$ cat config.mk
export PLATFORM = sky130hd
export DESIGN_NAME = otter_mem_arb
export DESIGN_NICKNAME = d
export VERILOG_FILES = /design/src/rtl/otter_mem_arb_pkg.sv /design/src/rtl/mem_arb_resp_tag.sv /design/src/rtl/otter_mem_arb.sv
export SDC_FILE = /design/constraint.sdc
export NUM_CORES = 1
export LEC_CHECK = 0
export ABC_AREA = 1
export CORE_AREA = 2 2 118 120
export CTS_CLUSTER_DIAMETER = 200
export DETAILED_ROUTE_END_ITERATION = 10
export DIE_AREA = 0 0 120 122
export MAX_ROUTING_LAYER = met4
export SKIP_CTS_REPAIR_TIMING = 1
export SYNTH_ARGS = -nofsm -noshare
export SYNTH_HDL_FRONTEND = slang
export SYNTH_HIERARCHICAL = 1
export SYNTH_SLANG_ARGS = --single-unit
$ cat constraint.sdc
create_clock -name CLK -period 3.9 [get_ports CLK]
set_input_delay 0.39 -clock CLK [delete_from_list [all_inputs] [get_ports CLK]]
set_output_delay 0.39 -clock CLK [all_outputs]
set_load 0.02 [all_outputs]
$ cat src/rtl/otter_mem_arb_pkg.sv
// Shared types and limits for the OTTER port-2 memory arbiter.
package otter_mem_arb_pkg;

  typedef enum logic [1:0] {
    ARB_CPU,
    ARB_DBG,
    ARB_DBG_LOCK
  } arb_state_t;

  typedef enum logic {
    OWN_CPU,
    OWN_DBG
  } owner_t;

  typedef struct packed {
    logic   valid;
    owner_t owner;
    logic   was_read;
  } resp_tag_t;

  localparam int MAX_WAIT_LIMIT = 15;
  localparam int WAIT_W         = $clog2(MAX_WAIT_LIMIT + 1);
  localparam int N_OWNERS       = 2;

  // Out-of-range MAX_WAIT settings are pulled into 1..MAX_WAIT_LIMIT so the
  // saturating wait counter always has a reachable ceiling.
  function automatic logic [WAIT_W-1:0] clamp_wait(input int w);
    if (w < 1) begin
      return WAIT_W'(1);
    end else if (w > MAX_WAIT_LIMIT) begin
      return WAIT_W'(MAX_WAIT_LIMIT);
    end else begin
      return WAIT_W'(w);
    end
  endfunction

endpackage

$ cat src/rtl/mem_arb_resp_tag.sv
// Response tag register and return-path demux: remembers who owned the
// port last cycle and steers the memory's 1-cycle-late data/error back.
module mem_arb_resp_tag
  import otter_mem_arb_pkg::*;
(
  input  logic        CLK,
  input  logic        RST,
  input  logic        beat_valid,
  input  owner_t      beat_owner,
  input  logic        beat_read,
  input  logic [31:0] mem_dout,
  input  logic        mem_err,
  output logic        cpu_rvalid,
  output logic [31:0] cpu_rdata,
  output logic        cpu_err,
  output logic        dbg_rvalid,
  output logic [31:0] dbg_rdata,
  output logic        dbg_err
);

  resp_tag_t tag_reg;
  resp_tag_t tag_next;

  always_comb begin
    tag_next          = '0;
    tag_next.valid    = beat_valid;
    tag_next.owner    = beat_valid ? beat_owner : OWN_CPU;
    tag_next.was_read = beat_valid && beat_read;
  end

  always_ff @(posedge CLK) begin
    if (RST) begin
      tag_reg <= '0;
    end else begin
      tag_reg <= tag_next;
    end
  end

  logic [N_OWNERS-1:0] rvalid_vec;
  logic [N_OWNERS-1:0] err_vec;
  logic [31:0]         rdata_arr [N_OWNERS];

  // One return lane per owner; a lane only sees memory data when the tag
  // names it, so the non-owner always reads back zero.
  genvar gi;
  generate
    for (gi = 0; gi < N_OWNERS; gi++) begin : g_lane
      logic hit;
      assign hit           = tag_reg.valid && (tag_reg.owner == owner_t'(gi));
      assign rvalid_vec[gi] = hit && tag_reg.was_read;
      assign rdata_arr[gi]  = (hit && tag_reg.was_read) ? mem_dout : 32'h0;
      assign err_vec[gi]    = hit && mem_err;
    end
  endgenerate

  assign cpu_rvalid = rvalid_vec[OWN_CPU];
  assign cpu_rdata  = rdata_arr[OWN_CPU];
  assign cpu_err    = err_vec[OWN_CPU];
  assign dbg_rvalid = rvalid_vec[OWN_DBG];
  assign dbg_rdata  = rdata_arr[OWN_DBG];
  assign dbg_err    = err_vec[OWN_DBG];

endmodule

$ cat src/rtl/otter_mem_arb.sv
// OTTER memory port-2 arbiter between the MEM stage (CPU) and a debug/DMA
// master (DBG). Define MEM_ARB_STATS_EN to add grant/stall statistic counters.
module otter_mem_arb
  import otter_mem_arb_pkg::*;
#(
  parameter int MAX_WAIT = 4,
  parameter int ADDR_W   = 32
) (
  input  logic              CLK,
  input  logic              RST,
  input  logic              CPU_REQ,
  input  logic              CPU_WE,
  input  logic [ADDR_W-1:0] CPU_ADDR,
  input  logic [31:0]       CPU_WDATA,
  output logic              CPU_STALL,
  output logic              CPU_RVALID,
  output logic [31:0]       CPU_RDATA,
  output logic              CPU_ERR,
  input  logic              DBG_REQ,
  input  logic              DBG_WE,
  input  logic              DBG_LOCK,
  input  logic [ADDR_W-1:0] DBG_ADDR,
  input  logic [31:0]       DBG_WDATA,
  output logic              DBG_GNT,
  output logic              DBG_RVALID,
  output logic [31:0]       DBG_RDATA,
  output logic              DBG_ERR,
  output logic [ADDR_W-1:0] MEM_ADDR2,
  output logic [31:0]       MEM_DIN2,
  output logic              MEM_WRITE2,
  output logic              MEM_READ2,
  input  logic [31:0]       MEM_DOUT2,
  input  logic              MEM_ERR
`ifdef MEM_ARB_STATS_EN
  ,
  output logic [31:0]       STAT_CPU_GNT,
  output logic [31:0]       STAT_DBG_GNT,
  output logic [31:0]       STAT_STALL
`endif
);

  localparam logic [WAIT_W-1:0] WAIT_LIM = clamp_wait(MAX_WAIT);

  arb_state_t        state_reg;
  arb_state_t        state_next;
  logic [WAIT_W-1:0] wait_cnt_reg;
  logic [WAIT_W-1:0] wait_cnt_next;
  logic              wait_sat;
  logic              cpu_gnt;
  logic              dbg_gnt;
  logic              cpu_stall;

  assign wait_sat = (wait_cnt_reg == WAIT_LIM);

  always_ff @(posedge CLK) begin
    if (RST) begin
      state_reg    <= ARB_CPU;
      wait_cnt_reg <= '0;
    end else begin
      state_reg    <= state_next;
      wait_cnt_reg <= wait_cnt_next;
    end
  end

  always_comb begin
    state_next = state_reg;
    cpu_gnt    = 1'b0;
    dbg_gnt    = 1'b0;
    case (state_reg)
      ARB_CPU: begin
        // A starved DBG preempts the CPU once the wait counter saturates.
        if (DBG_REQ && (wait_sat || !CPU_REQ)) begin
          dbg_gnt = 1'b1;
        end else if (CPU_REQ) begin
          cpu_gnt = 1'b1;
        end
        if (dbg_gnt) begin
          state_next = DBG_LOCK ? ARB_DBG_LOCK : ARB_DBG;
        end
      end
      ARB_DBG: begin
        if (CPU_REQ) begin
          cpu_gnt = 1'b1;
        end else if (DBG_REQ) begin
          dbg_gnt = 1'b1;
        end
        state_next = (dbg_gnt && DBG_LOCK) ? ARB_DBG_LOCK : ARB_CPU;
      end
      ARB_DBG_LOCK: begin
        dbg_gnt = DBG_REQ;
        if (!DBG_REQ || !DBG_LOCK) begin
          state_next = ARB_CPU;
        end
      end
      default: begin
        state_next = ARB_CPU;
      end
    endcase
  end

  always_comb begin
    wait_cnt_next = wait_cnt_reg;
    if (dbg_gnt || !DBG_REQ) begin
      wait_cnt_next = '0;
    end else if (!wait_sat) begin
      wait_cnt_next = wait_cnt_reg + WAIT_W'(1);
    end
  end

  // Only the winner reaches the memory pins; an idle port is driven to zero.
  always_comb begin
    MEM_ADDR2  = '0;
    MEM_DIN2   = '0;
    MEM_WRITE2 = 1'b0;
    MEM_READ2  = 1'b0;
    if (cpu_gnt) begin
      MEM_ADDR2  = CPU_ADDR;
      MEM_DIN2   = CPU_WDATA;
      MEM_WRITE2 = CPU_WE;
      MEM_READ2  = !CPU_WE;
    end else if (dbg_gnt) begin
      MEM_ADDR2  = DBG_ADDR;
      MEM_DIN2   = DBG_WDATA;
      MEM_WRITE2 = DBG_WE;
      MEM_READ2  = !DBG_WE;
    end
  end

  assign cpu_stall = CPU_REQ && !cpu_gnt;
  assign CPU_STALL = cpu_stall;
  assign DBG_GNT   = dbg_gnt;

  mem_arb_resp_tag u_resp_tag (
    .CLK        (CLK),
    .RST        (RST),
    .beat_valid (cpu_gnt || dbg_gnt),
    .beat_owner (dbg_gnt ? OWN_DBG : OWN_CPU),
    .beat_read  (dbg_gnt ? !DBG_WE : !CPU_WE),
    .mem_dout   (MEM_DOUT2),
    .mem_err    (MEM_ERR),
    .cpu_rvalid (CPU_RVALID),
    .cpu_rdata  (CPU_RDATA),
    .cpu_err    (CPU_ERR),
    .dbg_rvalid (DBG_RVALID),
    .dbg_rdata  (DBG_RDATA),
    .dbg_err    (DBG_ERR)
  );

`ifdef MEM_ARB_STATS_EN
  logic [31:0] stat_cpu_reg;
  logic [31:0] stat_dbg_reg;
  logic [31:0] stat_stall_reg;

  // Free-running counters; wrap-around is intended.
  always_ff @(posedge CLK) begin
    if (RST) begin
      stat_cpu_reg   <= '0;
      stat_dbg_reg   <= '0;
      stat_stall_reg <= '0;
    end else begin
      if (cpu_gnt) begin
        stat_cpu_reg <= stat_cpu_reg + 32'd1;
      end
      if (dbg_gnt) begin
        stat_dbg_reg <= stat_dbg_reg + 32'd1;
      end
      if (cpu_stall) begin
        stat_stall_reg <= stat_stall_reg + 32'd1;
      end
    end
  end

  assign STAT_CPU_GNT = stat_cpu_reg;
  assign STAT_DBG_GNT = stat_dbg_reg;
  assign STAT_STALL   = stat_stall_reg;
`endif

endmodule
==> Word level (Yosys, flattened, before mapping) <==
Index checks and enable logic that the tools add are counted.
W data, S select, Z words.
{ "word_totals": {"reg_bits": 9, "input_bits": 168, "out_inout_bits": 136, "elab_cells": 63} }
{ "op_classes": {"addsub": 1, "n_eq_ne": 5, "n_mux": 26, "n_bitwise": 2, "n_reduce_logical": 24} }
{ "ops": {"columns": ["operator", "n"], "rows": [
  ["$mux W32", 6],
  ["$mux W1", 13],
  ["$logic_and A1 B1 Y1", 10],
  ["$mux W2", 4],
  ["$logic_not A1 Y1", 6],
  ["$pmux W2 S3", 1],
  ["$add A4 B1 Y4 const B", 1],
  ["$eq A4 B3 Y1 const B", 1],
  ["$logic_or A1 B1 Y1", 4],
  ["$ne A2 B2 Y1 const B", 2],
  ["$reduce_or A2 Y1", 2],
  ["$pmux W1 S3", 1],
  ["$eq A2 B1 Y1 const B", 1],
  ["$eq A2 B2 Y1 const B", 1],
  ["$logic_not A2 Y1", 1],
  ["$not A1 Y1", 2],
  ["$pmux W1 S2", 1],
  ["$reduce_and A2 Y1", 1]
]} }

==> Depth between registers and ports, before layout <==
{ "depth": {"ltp_word": 9, "depth_mapped": 11, "depth_no_buf": 10} }

==> Hierarchy <==
The synthesis kept the hierarchy.
{ "by_module_without_submodules": {"columns": ["mod", "n_inst", "cells_each", "area_each_um2", "seq_area_each_um2"], "rows": [
  ["otter_mem_arb", 1, 278, 1340.0, 120.1],
  ["mem_arb_resp_tag", 1, 121, 578.1, 60.1]
]} }

==> Worst setup path before layout <==
OpenSTA, ideal clock, no wires.
{ "synth_timing": {"path_type": "flip-flop to output port", "start": "reg wait_cnt_reg[0]", "end": "out MEM_ADDR2[14]", "arrival_time_ps": 1489, "required_ps": 3510, "path_slack_ps": 2021, "path_stages_with_launch": 10, "n_path_buf": 2, "cell_sequence": "dfxtp_1 -> inv_1 -> ha_1 -> nand3_2 -> nand2_2 -> nand2_1 -> buf_4 -> buf_2 -> nand3_1 -> nand2_1"} }
{ "synth_via": {"elab_chain_cells": 8, "elab_cells_between_ends": 10, "classes_between": "1 x eq/ne; 7 x mux; 2 x reduce/logical"} }
{ "synth_lines": {"columns": ["item", "line", "rtl"], "rows": [
  ["from (decl)", "otter_mem_arb.sv:46", "logic [WAIT_W-1:0] wait_cnt_reg;"],
  ["from (signal assigned)", "otter_mem_arb.sv:61", "wait_cnt_reg <= wait_cnt_next;"],
  ["$eq A4 B3 Y1 (*)", "otter_mem_arb.sv:53", "assign wait_sat = (wait_cnt_reg == WAIT_LIM);"],
  ["$logic_or A1 B1 Y1 (*)", "otter_mem_arb.sv:72", "if (DBG_REQ && (wait_sat || !CPU_REQ)) begin"],
  ["$logic_and A1 B1 Y1 (*)", "otter_mem_arb.sv:72", null],
  ["$mux W1", "otter_mem_arb.sv:72", null],
  ["$mux W1", "otter_mem_arb.sv:69", "case (state_reg)"],
  ["$pmux W1 S3", "otter_mem_arb.sv:69", null],
  ["$mux W32", "otter_mem_arb.sv:121", "end else if (dbg_gnt) begin"],
  ["$mux W32 (*)", "otter_mem_arb.sv:116", "if (cpu_gnt) begin"],
  ["to (decl)", "otter_mem_arb.sv:28", "output logic [ADDR_W-1:0] MEM_ADDR2,"]
]} }
Every way passes the cells marked *; elsewhere a longest branch is shown, timed or not. The select of a mux whose other input is x is not followed.

==> Final worst setup path <==
{ "layout_timing": {"start": "in DBG_REQ", "end": "out MEM_DIN2[12]"} }
{ "layout_via": {"elab_chain_cells": 6, "elab_cells_between_ends": 11, "classes_between": "10 x mux; 1 x reduce/logical"} }
{ "layout_lines": {"columns": ["item", "line", "rtl"], "rows": [
  ["from (decl)", "otter_mem_arb.sv:19", "input logic DBG_REQ,"],
  ["$mux W1 / $logic_and A1 B1 Y1 (equally long branches)", "otter_mem_arb.sv:84, otter_mem_arb.sv:72", null],
  ["$mux W1, on equally long branches", "otter_mem_arb.sv:82, otter_mem_arb.sv:72", null],
  ["$mux W1", "otter_mem_arb.sv:69", null],
  ["$pmux W1 S3", "otter_mem_arb.sv:69", null],
  ["$mux W32", "otter_mem_arb.sv:121", null],
  ["$mux W32 (*)", "otter_mem_arb.sv:116", null],
  ["to (decl)", "otter_mem_arb.sv:29", "output logic [31:0] MEM_DIN2,"]
]} }
Marked as above.

==> metrics.md <==
| Metric | Value |
|---|---|
| Max FO, Critical Path | 29 |
| 1st-pass router iterations | 4 |
| WHS Endpoint | state_reg[1] |
| Mapped Area | 0.00192 sq mm |
| HP Start | state_reg[0] |
| Crit. End Element | output pin |
| Vias per cell | 3.94 |
| IO Pins | 304 |
| Die width | 120 um |
| Sink Count | 9 |
| Pin count of the biggest net entering global routing | 34 |
| GRT overflow | 0 |
| Most frequent cells in the layout | clkdlybuf4s50_1 (303), nand2_1 (143), nor2_1 (76) |
| Vias in the first global route | 3,233 |
| Final min period | 3130 ps |
| Fillers | 1,440 |
| Mux contribution to synthesized area | 0 |
| Fmax | 319 MHz |
| Max H-tree Level | 1 |
| Final WL | 11,000 um |
| DR top layer | met4 |
| Syn_nets | 569 |
| WL/cell | 12.6 um |
| GRT Overall Usage | 0.140 |
| Hold Path Depth | 2 |
| RSZ-0062 raised after global routing | no |
| Worst Path Required | 3510 ps |
| CP Class | in -> out |
| DR vias | 3,424 |
| Ys async rst share | 0 |
| Detailed Route Iter0 Violations | 99 |
| Post-Synth XOR/XNOR Area | 0.0137 |
| RR Endpoint | u_resp_tag/tag_reg[0] |
| Logic pwr share | 0.674 |
| # diodes | 0 |
| Post-synth EDFFs | 0 |
| Hold slack | 544 ps |
| Max reg flops | 4 |
| Slew @ Worst Pin | 479 ps |
| Status | finished clean |
| CTS max path bufs | 2 |
| P_int | 546 uW |
| Seq cells post-synth | 9 |
| Largest family of logic cells by synthesized area | simple AND/OR/NAND/NOR gates |
| Drt drc | 0 |
| Clock buffer count from CTS | 3 |
| Period utilization | 0.804 |
| Mapped Cells | 399 |
| Setup violators final | 0 |
| TritonCTS clock tree | built |
| Compound-Gate Fraction of Synth Area | 0.00848 |
| Maxcap violations | 0 |
| Worst setup SP type | input pin |
| Slowest cell on the critical path | clkdlybuf4s50_1 |
| Net load switching power | 306 uW |
| Worst skew pair latency | 230 ps |
| Initial antenna violation count | 0 |
| Syn avg cell area | 4.81 sq um |
| Met2 routed WL | 5780 um |
| Slew Limit Fails | 0 |
| Clock power frac | 0.207 |
| Die height | 122 um |
| Cells along the critical path | clkdlybuf4s50_1 > nand2_1 > nor2_2 > nor2_2 > nand2_2 > buf_4 > nand2_1 > nand2_1 > clkdlybuf4s50_1 |
| Wl on met1 | 4210 um |
| Clock transition at path regs | 40 ps |
| Fin Setup TNS | 0 ps |
| Switching Share | 0.359 |
| Layout area overhead | 169% |
| Most common cell type on the critical path | nand2_1 |
| Critical path's largest stage delay | 610 ps |
| Global-route wire length before repair | 16,100 um |
| Share of layout cells above drive strength 1 | 0.0363 |
| Post-layout nets | 859 |
| Hold Fails Final Rpt | 0 |
| DRT antenna net count | 0 |
| R2R setup slack | 1980 ps |
| P per Cell Area | 165 mW/mm^2 |
| Yosys Warn Count | 6 |
| Seq/Total Area, Yosys | 0.0939 |
| R2r worst-path depth | 11 |
| Core area | 0.0135 sq mm |
| Worst vdd ir | 0.0826 mV |
| Adder-cell share of the synthesized area | 0.0130 |
| GPL Wtd Cong | 0.801 |
| Post-Synth Simple-Gate Area | 0.669 |
| Tightest Hold Check Type | reg -> reg |
| Worst r2r src | wait_cnt_reg[0] |
| Root Driver | clkbuf_16 |
| Post-Route Skew | 1.94 ps |
| DR WL met3 | 890 um |
| Number of placement rows | 43 |
| CP arrival | 2740 ps |
| Post-DP HPWL | 9380 um |
| CP top delay family | buffers and inverters |
| Initial core utilization | 0.142 |
| Die area | 0.0146 sq mm |
| Library cells used by synthesis | 22 |
| Seq pwr share | 0.119 |
| Worst path bufs/invs | 3 |
| Port bufs | 303 |
| Commonest non-fill, non-tap cell in the layout | clkdlybuf4s50_1 |
| Max_slew headroom | 0.680 |
| Leakage power | 2.37 nW |
| Most used DFF post-synth | dfxtp_1 |
-- worst max path at each step --
| stage | start | to | slack (ps) | cells past startpoint |
|---|---|---|---|---|
| floorplan | wait_cnt_reg[0] | MEM_ADDR2[14] | 2020 | 9 |
| global placement | DBG_REQ | MEM_ADDR2[3] | 790 | 9 |
| detailed placement | DBG_REQ | MEM_DIN2[17] | 730 | 9 |
| CTS | DBG_REQ | MEM_ADDR2[3] | 710 | 9 |
| global route | DBG_REQ | MEM_DIN2[13] | 540 | 9 |
| finish | DBG_REQ | MEM_DIN2[12] | 770 | 9 |
-- cells by family (layout without fill, tap and decap cells) --
| kind of cell | after synthesis | after routing |
|---|---|---|
| and+or+nand+nor | 303 | 303 |
| buffers and inverters | 79 | 368 |
| DFF | 9 | 9 |
| AOI/OAI and AO/OA | 3 | 3 |
| xor gates and xnor gates | 3 | 3 |
| adders and majority gates | 2 | 2 |
-- Yosys cell counts, types with 3 or more instances --
library cell | number | area (sq um)
buf_2 | 9 | 45.0
buf_6 | 10 | 113
clkbuf_1 | 7 | 26.3
dfxtp_1 | 9 | 180
inv_1 | 50 | 188
nand2_1 | 144 | 541
nand3_1 | 71 | 355
nor2_1 | 77 | 289
xor2_1 | 3 | 26.3
-- metal layers --
layer / vias up / global-route usage
li1: 1781 / -
met1: 1450 / 0.147
met2: 189 / 0.275
met3: 4 / 0.0257
met4: 0 / 0.0250
met5: - / -
-- area by class of cell --
class | instances | area [sq um] | area share
Tap cell | 180 | 225 | 0.0437
Inverter | 52 | 195 | 0.0379
Clock inverter | 1 | 5.00 | 0.000971
Clock buffer | 3 | 75.1 | 0.0146
Multi-Input combinational cell | 311 | 1360 | 0.264
Sequential cell | 9 | 180 | 0.0350
Timing Repair Buffer | 312 | 3110 | 0.604
-- stage by stage --
stage / std cells / utilization / worst slack, ps / area (sq um) / power, mW
2_1_floorplan: 399 / - / 2020 / 1920 / 0.334
3_3_place_gp: 864 / 0.376 / 789 / 5070 / 0.682
3_5_place_dp: 864 / 0.376 / 725 / 5070 / 0.684
4_1_cts: 868 / 0.382 / 711 / 5150 / 0.865
5_1_grt: 868 / 0.382 / 537 / 5150 / 0.906
6_report: 868 / 0.382 / 766 / 5150 / 0.853
-- power by group through the flow --
stage	Clock [mW]	Sequential, mW	Combinational, mW
6_report	0.176	0.101	0.575
4_1_cts	0.180	0.101	0.583
2_1_floorplan	0	0.102	0.232
5_1_grt	0.186	0.102	0.618
3_3_place_gp	0	0.103	0.579
3_5_place_dp	0	0.103	0.581
-- worst reg2reg max path, cell delays in order (launching register included) --
cell	delay (ps)
dfxtp_1	340
inv_1	70
ha_1	160
nand3_2	160
nand2_2	130
nand3_2	140
nand2_2	310
buf_4	240
nand2_1	110
nand2_1	80
nand2_1	50
nor2_1	80
Power figures use the tool's default switching activity.
